===== config.mk =====
export PLATFORM = sky130hd
export DESIGN_NAME = logic_unit_pipe
export DESIGN_NICKNAME = d
export VERILOG_FILES = /design/src/rtl/logic_unit_pipe.sv
export SDC_FILE = /design/constraint.sdc
export NUM_CORES = 1
export LEC_CHECK = 0
export BUFFER_PORTS_ARGS = -buffer_cell sky130_fd_sc_hd__buf_4
export CORE_AREA = 2 2 56 58
export CTS_CLUSTER_DIAMETER = 100
export DETAILED_ROUTE_END_ITERATION = 12
export DIE_AREA = 0 0 58 60
export PLACE_DENSITY = 0.68
export SLEW_MARGIN = 20
export SYNTH_ARGS = -nofsm -noshare
export SYNTH_HDL_FRONTEND = slang
export SYNTH_SLANG_ARGS = --single-unit

===== constraint.sdc =====
create_clock -name clk -period 5.2 [get_ports clk]
set_clock_uncertainty 0.1 [all_clocks]
set_input_delay 0.52 -clock clk [delete_from_list [all_inputs] [get_ports clk]]
set_output_delay 0.52 -clock clk [all_outputs]
set_load 0.01 [all_outputs]

===== src/rtl/logic_unit_pipe.sv =====
// Purpose : handshaked logic-gate bank (NOT/AND/OR/NAND/NOR/XOR/XNOR) feeding a 2-entry result FIFO.
// Latency : 1 cycle; an op accepted at edge N is on out_* right after edge N when the buffer was empty.
// Backpr. : in_ready = !FULL (registered state only); head is held stable while out_ready is low.
//
// Ports:
//   clk, rst_n          clock, asynchronous active-low reset
//   in_valid/in_ready   upstream handshake; in_op selects gate (7 = illegal), in_a/in_b operands
//   out_valid/out_ready downstream handshake; out_data result, out_zero/out_ones/out_err head flags
//   perf_count          16-bit saturating pop counter, present only with LOGIC_UNIT_PIPE_PERF_EN
//
// Optional feature macro: LOGIC_UNIT_PIPE_PERF_EN
module logic_unit_pipe #(
    parameter int WIDTH = 4
) (
    input  logic             clk,
    input  logic             rst_n,
    input  logic             in_valid,
    output logic             in_ready,
    input  logic [2:0]       in_op,
    input  logic [WIDTH-1:0] in_a,
    input  logic [WIDTH-1:0] in_b,
    output logic             out_valid,
    input  logic             out_ready,
    output logic [WIDTH-1:0] out_data,
    output logic             out_zero,
    output logic             out_ones,
    output logic             out_err
`ifdef LOGIC_UNIT_PIPE_PERF_EN
    ,
    output logic [15:0]      perf_count
`endif
);

    if (WIDTH < 1 || WIDTH > 64) begin : g_width_check
        $error("logic_unit_pipe: WIDTH=%0d outside legal range 1..64", WIDTH);
    end

    typedef struct packed {
        logic [WIDTH-1:0] data;
        logic             zero;
        logic             ones;
        logic             err;
    } entry_t;

    typedef enum logic [1:0] {
        EMPTY = 2'd0,
        ONE   = 2'd1,
        FULL  = 2'd2
    } state_t;

    state_t state;
    entry_t head;
    entry_t tail;
    entry_t new_ent;

    logic [WIDTH-1:0] g_not;
    logic [WIDTH-1:0] g_and;
    logic [WIDTH-1:0] g_or;
    logic [WIDTH-1:0] g_nand;
    logic [WIDTH-1:0] g_nor;
    logic [WIDTH-1:0] g_xor;
    logic [WIDTH-1:0] g_xnor;
    logic [WIDTH-1:0] sel_res;
    logic             illegal;
    logic             accept;
    logic             pop;

    // Full gate bank evaluated in parallel; the opcode only steers the mux.
    assign g_not  = ~in_a;
    assign g_and  = in_a & in_b;
    assign g_or   = in_a | in_b;
    assign g_nand = ~(in_a & in_b);
    assign g_nor  = ~(in_a | in_b);
    assign g_xor  = in_a ^ in_b;
    assign g_xnor = ~(in_a ^ in_b);

    assign illegal = (in_op == 3'd7);

    always_comb begin
        sel_res = '0;
        case (in_op)
            3'd0:    sel_res = g_not;
            3'd1:    sel_res = g_and;
            3'd2:    sel_res = g_or;
            3'd3:    sel_res = g_nand;
            3'd4:    sel_res = g_nor;
            3'd5:    sel_res = g_xor;
            3'd6:    sel_res = g_xnor;
            default: sel_res = '0;   // illegal op stores a zero result
        endcase
    end

    // Illegal op forces result 0, so zero=1 and ones=0 fall out naturally.
    always_comb begin
        new_ent      = '0;
        new_ent.data = sel_res;
        new_ent.zero = (sel_res == '0);
        new_ent.ones = (sel_res == '1);
        new_ent.err  = illegal;
    end

    assign in_ready  = (state != FULL);
    assign out_valid = (state != EMPTY);
    assign accept    = in_valid && in_ready;
    assign pop       = out_valid && out_ready;

    assign out_data = head.data;
    assign out_zero = head.zero;
    assign out_ones = head.ones;
    assign out_err  = head.err;

    // Occupancy FSM with head/tail storage. In ONE with simultaneous
    // accept and pop the head is overwritten, giving 1 op/cycle with no bubble.
    always_ff @(posedge clk or negedge rst_n) begin
        if (!rst_n) begin
            state <= EMPTY;
            head  <= '0;
            tail  <= '0;
        end else begin
            case (state)
                EMPTY: begin
                    if (accept) begin
                        head  <= new_ent;
                        state <= ONE;
                    end
                end
                ONE: begin
                    case ({accept, pop})
                        2'b10: begin
                            tail  <= new_ent;
                            state <= FULL;
                        end
                        2'b01: state <= EMPTY;
                        2'b11: head  <= new_ent;
                        default: ;
                    endcase
                end
                FULL: begin
                    if (pop) begin
                        head  <= tail;
                        state <= ONE;
                    end
                end
                default: state <= EMPTY;
            endcase
        end
    end

`ifdef LOGIC_UNIT_PIPE_PERF_EN
    // Saturating pop counter; holds at all-ones instead of wrapping.
    always_ff @(posedge clk or negedge rst_n) begin
        if (!rst_n) begin
            perf_count <= 16'd0;
        end else if (pop && (perf_count != 16'hFFFF)) begin
            perf_count <= perf_count + 16'd1;
        end
    end
`endif

endmodule


After elaboration in Yosys (flattened, before gate mapping)
Index checks and enable logic that the tools add are counted.
{"block": "word_totals", "inputBits": 15, "n_memories": 0, "ramBits": 0, "register_bits": 16, "romBits": 0, "latch_bits": 0, "out_inout_bits": 9, "word_cells": 53}
{"block": "op_classes", "n_lt_le_gt_ge": 0, "bitwise_logic": 7, "div": 0, "n_reduce_logical": 10, "eq_ne": 18, "mux": 9, "n_shift": 0, "n_mul": 0, "n_addsub": 0}
{"cell": "$pmux 4 s7", "count": 1}
{"cell": "$mux 7", "count": 3}
{"cell": "$pmux 7 s3", "count": 1}
{"cell": "$not 4->4", "count": 4}
{"cell": "$eq 3x3->1 const B", "count": 4}
{"cell": "$eq 2x2->1 const B", "count": 3}
{"cell": "$eq 3x2->1 const B", "count": 2}
{"cell": "$ne 2x2->1 const B", "count": 3}
{"cell": "$pmux 2 s3", "count": 1}
{"cell": "$and 4x4->4", "count": 1}
{"cell": "$eq 2x1->1 const B", "count": 2}
{"cell": "$eq 4x4->1 const B", "count": 1}
{"cell": "$logic_not 4->1", "count": 1}
{"cell": "$mux 2", "count": 2}
{"cell": "$or 4x4->4", "count": 1}
{"cell": "$pmux 2 s2", "count": 1}
{"cell": "$reduce_and 4->1", "count": 1}
{"cell": "$xor 4x4->4", "count": 1}
{"cell": "$eq 3x1->1 const B", "count": 1}
{"cell": "$logic_not 3->1", "count": 1}
{"cell": "$ne 3x2->1 const B", "count": 1}
{"cell": "$reduce_and 3->1", "count": 1}
{"cell": "$reduce_bool 3->1", "count": 1}
{"cell": "$logic_and 1x1->1", "count": 2}
{"cell": "other kinds (4)", "count": 4}

Longest topological paths before layout
{"block": "logic_depth", "ltp_word": 6, "mapped_depth": 11, "mapped_depth_nobuf": 10}

Worst setup path after synthesis
Ideal clock, no wire load.
{"block": "synth_timing", "kind": "reg2reg", "start": "reg state[0]", "end": "reg head, in the netlist out_data[0]", "setup_slack_ns": 2.931, "setup_ns": 0.125, "path_buffers": 1, "stages_incl_launch_ff": 10, "synth_period_minus_slack_ns": 2.269, "arrival_ns": 2.044, "required_time_ns": 4.975, "path_cell_list": "dfrtp_1 > buf_2 > or2_2 > nand2_1 > inv_1 > ha_1 > mux2i_1 > nor2_1 > a21oi_2 > mux2_2"}
{"block": "synth_between", "elab_chain_len": 5, "elab_cells_between_ends": 14, "cone_classes": "eq/ne: 7; mux: 1; reduce/logical: 6"}
{"item": "start, declared", "line_no": "51", "text": "state_t state;"}
{"item": "start signal, assigned", "line_no": "116", "text": "state <= EMPTY;"}
{"item": "start signal, assigned", "line_no": "124", "text": "state <= ONE;"}
{"item": "start signal, assigned", "line_no": "131", "text": "state <= FULL;"}
{"item": "$reduce_bool 2->1 *", "line_no": "103", "text": "assign out_valid = (state != EMPTY);"}
{"item": "named net out_valid", "line_no": "22", "text": "output logic out_valid,"}
{"item": "$logic_and 1x1->1 *", "line_no": "105", "text": "assign pop = out_valid && out_ready;"}
{"item": "$eq 2x2->1", "line_no": "128", "text": "case ({accept, pop})"}
{"item": "$ne 2x1->1 (no line)"}
{"item": "$reduce_and 4->1 (no line) *"}
{"item": "end signal, assigned", "line_no": "123", "text": "head <= new_ent;"}
{"item": "end signal, assigned", "line_no": "134", "text": "2'b11: head <= new_ent;"}
{"item": "end signal, assigned", "line_no": "140", "text": "head <= tail;"}
{"item": "end, declared", "line_no": "52", "text": "entry_t head;"}
The timed path passes the listed nets; every way through them passes the cells marked *.
A chain may end at the register's enable or synchronous reset.

Final worst setup path
{"block": "layout_timing", "start": "reg state[1]", "end": "reg head, in the netlist out_data[0]"}
{"block": "layout_between", "elab_chain_len": 5, "elab_cells_between_ends": 14, "cone_classes": "eq/ne: 7; mux: 1; reduce/logical: 6"}
{"item": "$ne 2x2->1 or $reduce_bool 2->1 (tied branches)", "line_no": "102, 103"}
{"item": "$logic_and 1x1->1 (on tied branches)", "line_no": "104, 105"}
{"item": "$eq 2x2->1", "line_no": "128"}
{"item": "$ne 2x1->1 (no line)"}
{"item": "$reduce_and 4->1 (no line)"}
Parallel ways exist; a longest one is shown, timed or not.

==> impl_metrics.json <==
{
  "cts_root_buffer": "clkbuf_4",
  "maxCapViolCount": 0,
  "period_minus_slack_ps": 2830,
  "firstDrtPassIters": 4,
  "post-route-drc-count": 0,
  "grt_pass1_wl_mm": 3.88,
  "grt_setup_unrepaired": "no",
  "rrSetupSlack_ps": 2370,
  "min_period_over_period": 0.545,
  "ys_types": 41,
  "cp_slowest_cell": "nor2b_1",
  "finalSetupTns_ps": 0,
  "path_max_fanout": 11,
  "grt_use_total": 0.143,
  "hold_viol_final": 0,
  "wl_met1_mm": 1.04,
  "yosys_warnings": 0,
  "total_power_uw": 519,
  "cp_common_cell": "inv_1",
  "coreArea_mm2": 0.00290,
  "min_from": "out_ready",
  "area_growth_pct": 17.4,
  "holdPathStages": 2,
  "cts_tree": "done",
  "cts.clk_slew.worst_paths_ps": 90,
  "ys.flop_type": "dfrtp_1",
  "hp-class": "in2reg",
  "wirelength_mm": 2.28,
  "synth.yosys.seq_area_share": 0.324,
  "syn_inst": 133,
  "slew_headroom": 0.562,
  "clk_latency_ps": 290,
  "routed.top_layer": "met4",
  "worstMarginPinSlew_ps": 656,
  "post_cts_buffers": 0,
  "antenna_found_initial": 0,
  "synth.cell_area_mm2": 0.00123,
  "ant_nets": 0,
  "die-area_mm2": 0.00348,
  "port_buffers": 23,
  "wl_met3_um": 71,
  "slew_violations": 0,
  "grt_max_degree": 22,
  "fmaxAchievable_mhz": 353,
  "crit_buf_inv": 2,
  "pre_cts_ws_ps": 2400,
  "ys_ff_latch": 16,
  "initial_core_util": 0.425,
  "nets": 181,
  "hpwl_mm": 1.82,
  "r2r_end": "out_data[0]$_DFFE_PN0P_",
  "ir_drop_uv": 233,
  "power_density_mw_per_mm2": 358,
  "status": "finished, final reports clean",
  "leakage_nw": 0.725,
  "startpoint_type": "flop",
  "yosysTopAreaCell": "dfrtp_1",
  "cp.required_ps": 5280,
  "setup_violations": 0,
  "rows": 20,
  "place_area_mm2": 0.00140,
  "drive_above_1_share": 0.260,
  "cp_top_family": "simple AND/OR/NAND/NOR gates",
  "grt.overflow.total": 0,
  "num_vias": 998,
  "cp-end-kind": "flop",
  "synthArstFlopShare": 1.00,
  "min_to": "state[1]$_DFFE_PN0P_",
  "die_w_um": 58,
  "path_cells": "nor2b_1 -> inv_1 -> nand2_1 -> inv_1 -> ha_1 -> mux2i_1 -> nor2_1 -> a21oi_2 -> mux2_2",
  "cts.sinks": 16,
  "hold_ws_ps": 367,
  "rr_worst_depth": 9,
  "syn-num-nets": 159,
  "fin_ws_ps": 2370,
  "diodes": 0,
  "first_iter_violations": 24,
  "synth_edf_count": 0,
  "htreeDepth": 1,
  "worstSetupPathType": "reg2reg",
  "wl_per_cell_um": 12.2,
  "slowest_delay_ps": 580,
  "routabilityCongestion": 0.819,
  "grt_pass1_vias": 906,
  "netlist_top_cells_area": "dfrtp_1 32%, ha_1 11%, nand2_1 5.5%",
  "synth_top_area_frac": 0.324,
  "via_per_inst": 5.34,
  "cts_max_path_buffers": 2,
  "arrival_ps": 2910,
  "die_h_um": 60,
  "avgSynthCellArea_um2": 9.29,
  "final_cell_area_mm2": 0.00145,
  "wl_met2_mm": 1.12,
  "io_pins": 24,
  "r2r_start": "state[1]$_DFFE_PN0P_",
  "cts_buffers": 3
}
==> cell usage in the layout (no fill, tap or decap), types with 2 or more instances in the layout <==
cell,netlist,final
buf_4,0,23
nand2_1,18,18
dfrtp_1,16,16
inv_1,13,13
o21ai_0,12,12
ha_1,11,11
nor2_1,8,8
mux2i_1,5,5
a21oi_1,4,4
mux2_2,4,4
xnor2_1,3,3
or2b_1,3,3
clkbuf_4,0,3
nor4_2,2,2
and4b_1,2,2
==> power by group <==
part	total, mW	switching (mW)	leakage, nW	internal [mW]
Sequential	0.206	0.0333	0.208	0.173
Clock	0.0820	0.0393	0.0210	0.0427
Combinational	0.231	0.119	0.496	0.112
Total	0.519	0.191	0.725	0.328
==> sequential cells by signal, indices dropped and copies added (netlist names) <==
name      cells
out_err       1
tail          7
out_data      4
out_zero      1
out_ones      1
state         2
==> stage by stage <==
stage	utilization	std cells
finish	0.500	187
global route	0.500	187
CTS	0.500	187
detailed placement	0.484	182
global placement	0.484	182
floorplan	-	133
==> repair_timing <==
action | CTS | global route
endpoints found under the setup margin | 0 | 0
resized for setup | 0 | 0
hold endpoints to repair | 16 | 0
hold buffers | 1 | 0
==> synthesized netlist by cell type, types with 2 or more instances <==
cell type and count:
nand2_1 18, xnor2_1 3, buf_6 2, and4b_1 2, a21oi_1 4, nor2_1 8, nor4_2 2, inv_1 13
ha_1 11, o21ai_0 12, mux2i_1 5, mux2_2 4, buf_2 3, clkbuf_1 2, or2b_1 3, dfrtp_1 16
==> routing by layer <==
metal / track usage / up-vias
li1: - / 507
met1: 0.190 / 461
met2: 0.239 / 25
met3: 0.0130 / 5
met4: 0.0598 / 0
met5: 0 / -
==> final cells by class <==
cell class	count	area, um2
Fill cell	291	1450
Inverter	13	48.8
Clock buffer	4	36.3
Sequential cell	16	400
Multi-Input combinational cell	97	741
Tap cell	33	41.3
Timing Repair Buffer	24	183
==> logic make-up after synthesis <==
kind of cell,count (synthesis),synth area share
AO/OA/AOI/OAI,29,0.180
adder cells (fa/ha/maj),11,0.111
XOR/XNOR,3,0.0213
flip-flops,16,0.324
multiplexers,10,0.0861
AND/OR/NAND/NOR,44,0.201
buffers and inverters,20,0.0760
==> how the worst max path moves through the flow <==
stage	to	cells after the start	slack, ps	from
6_report	out_data[0]$_DFFE_PN0P_	9	2370	state[1]$_DFFE_PN0P_
5_1_grt	out_data[0]$_DFFE_PN0P_	9	2100	state[1]$_DFFE_PN0P_
4_1_cts	out_data[2]$_DFFE_PN0P_	9	2360	state[1]$_DFFE_PN0P_
3_5_place_dp	out_data[2]$_DFFE_PN0P_	9	2400	state[1]$_DFFE_PN0P_
3_3_place_gp	out_data[2]$_DFFE_PN0P_	9	2470	state[1]$_DFFE_PN0P_
2_1_floorplan	out_data[0]$_DFFE_PN0P_	9	2930	state[0]$_DFFE_PN0P_
==> worst reg2reg max path: stages, from the launching register on <==
cell and delay [ps]:
dfrtp_1 460, nor2b_1 580, inv_1 190, nand2_1 130, inv_1 60, ha_1 170, mux2i_1 210, nor2_1 100
a21oi_2 330, mux2_2 390
Note: power is estimated with default switching activity, not from simulation.
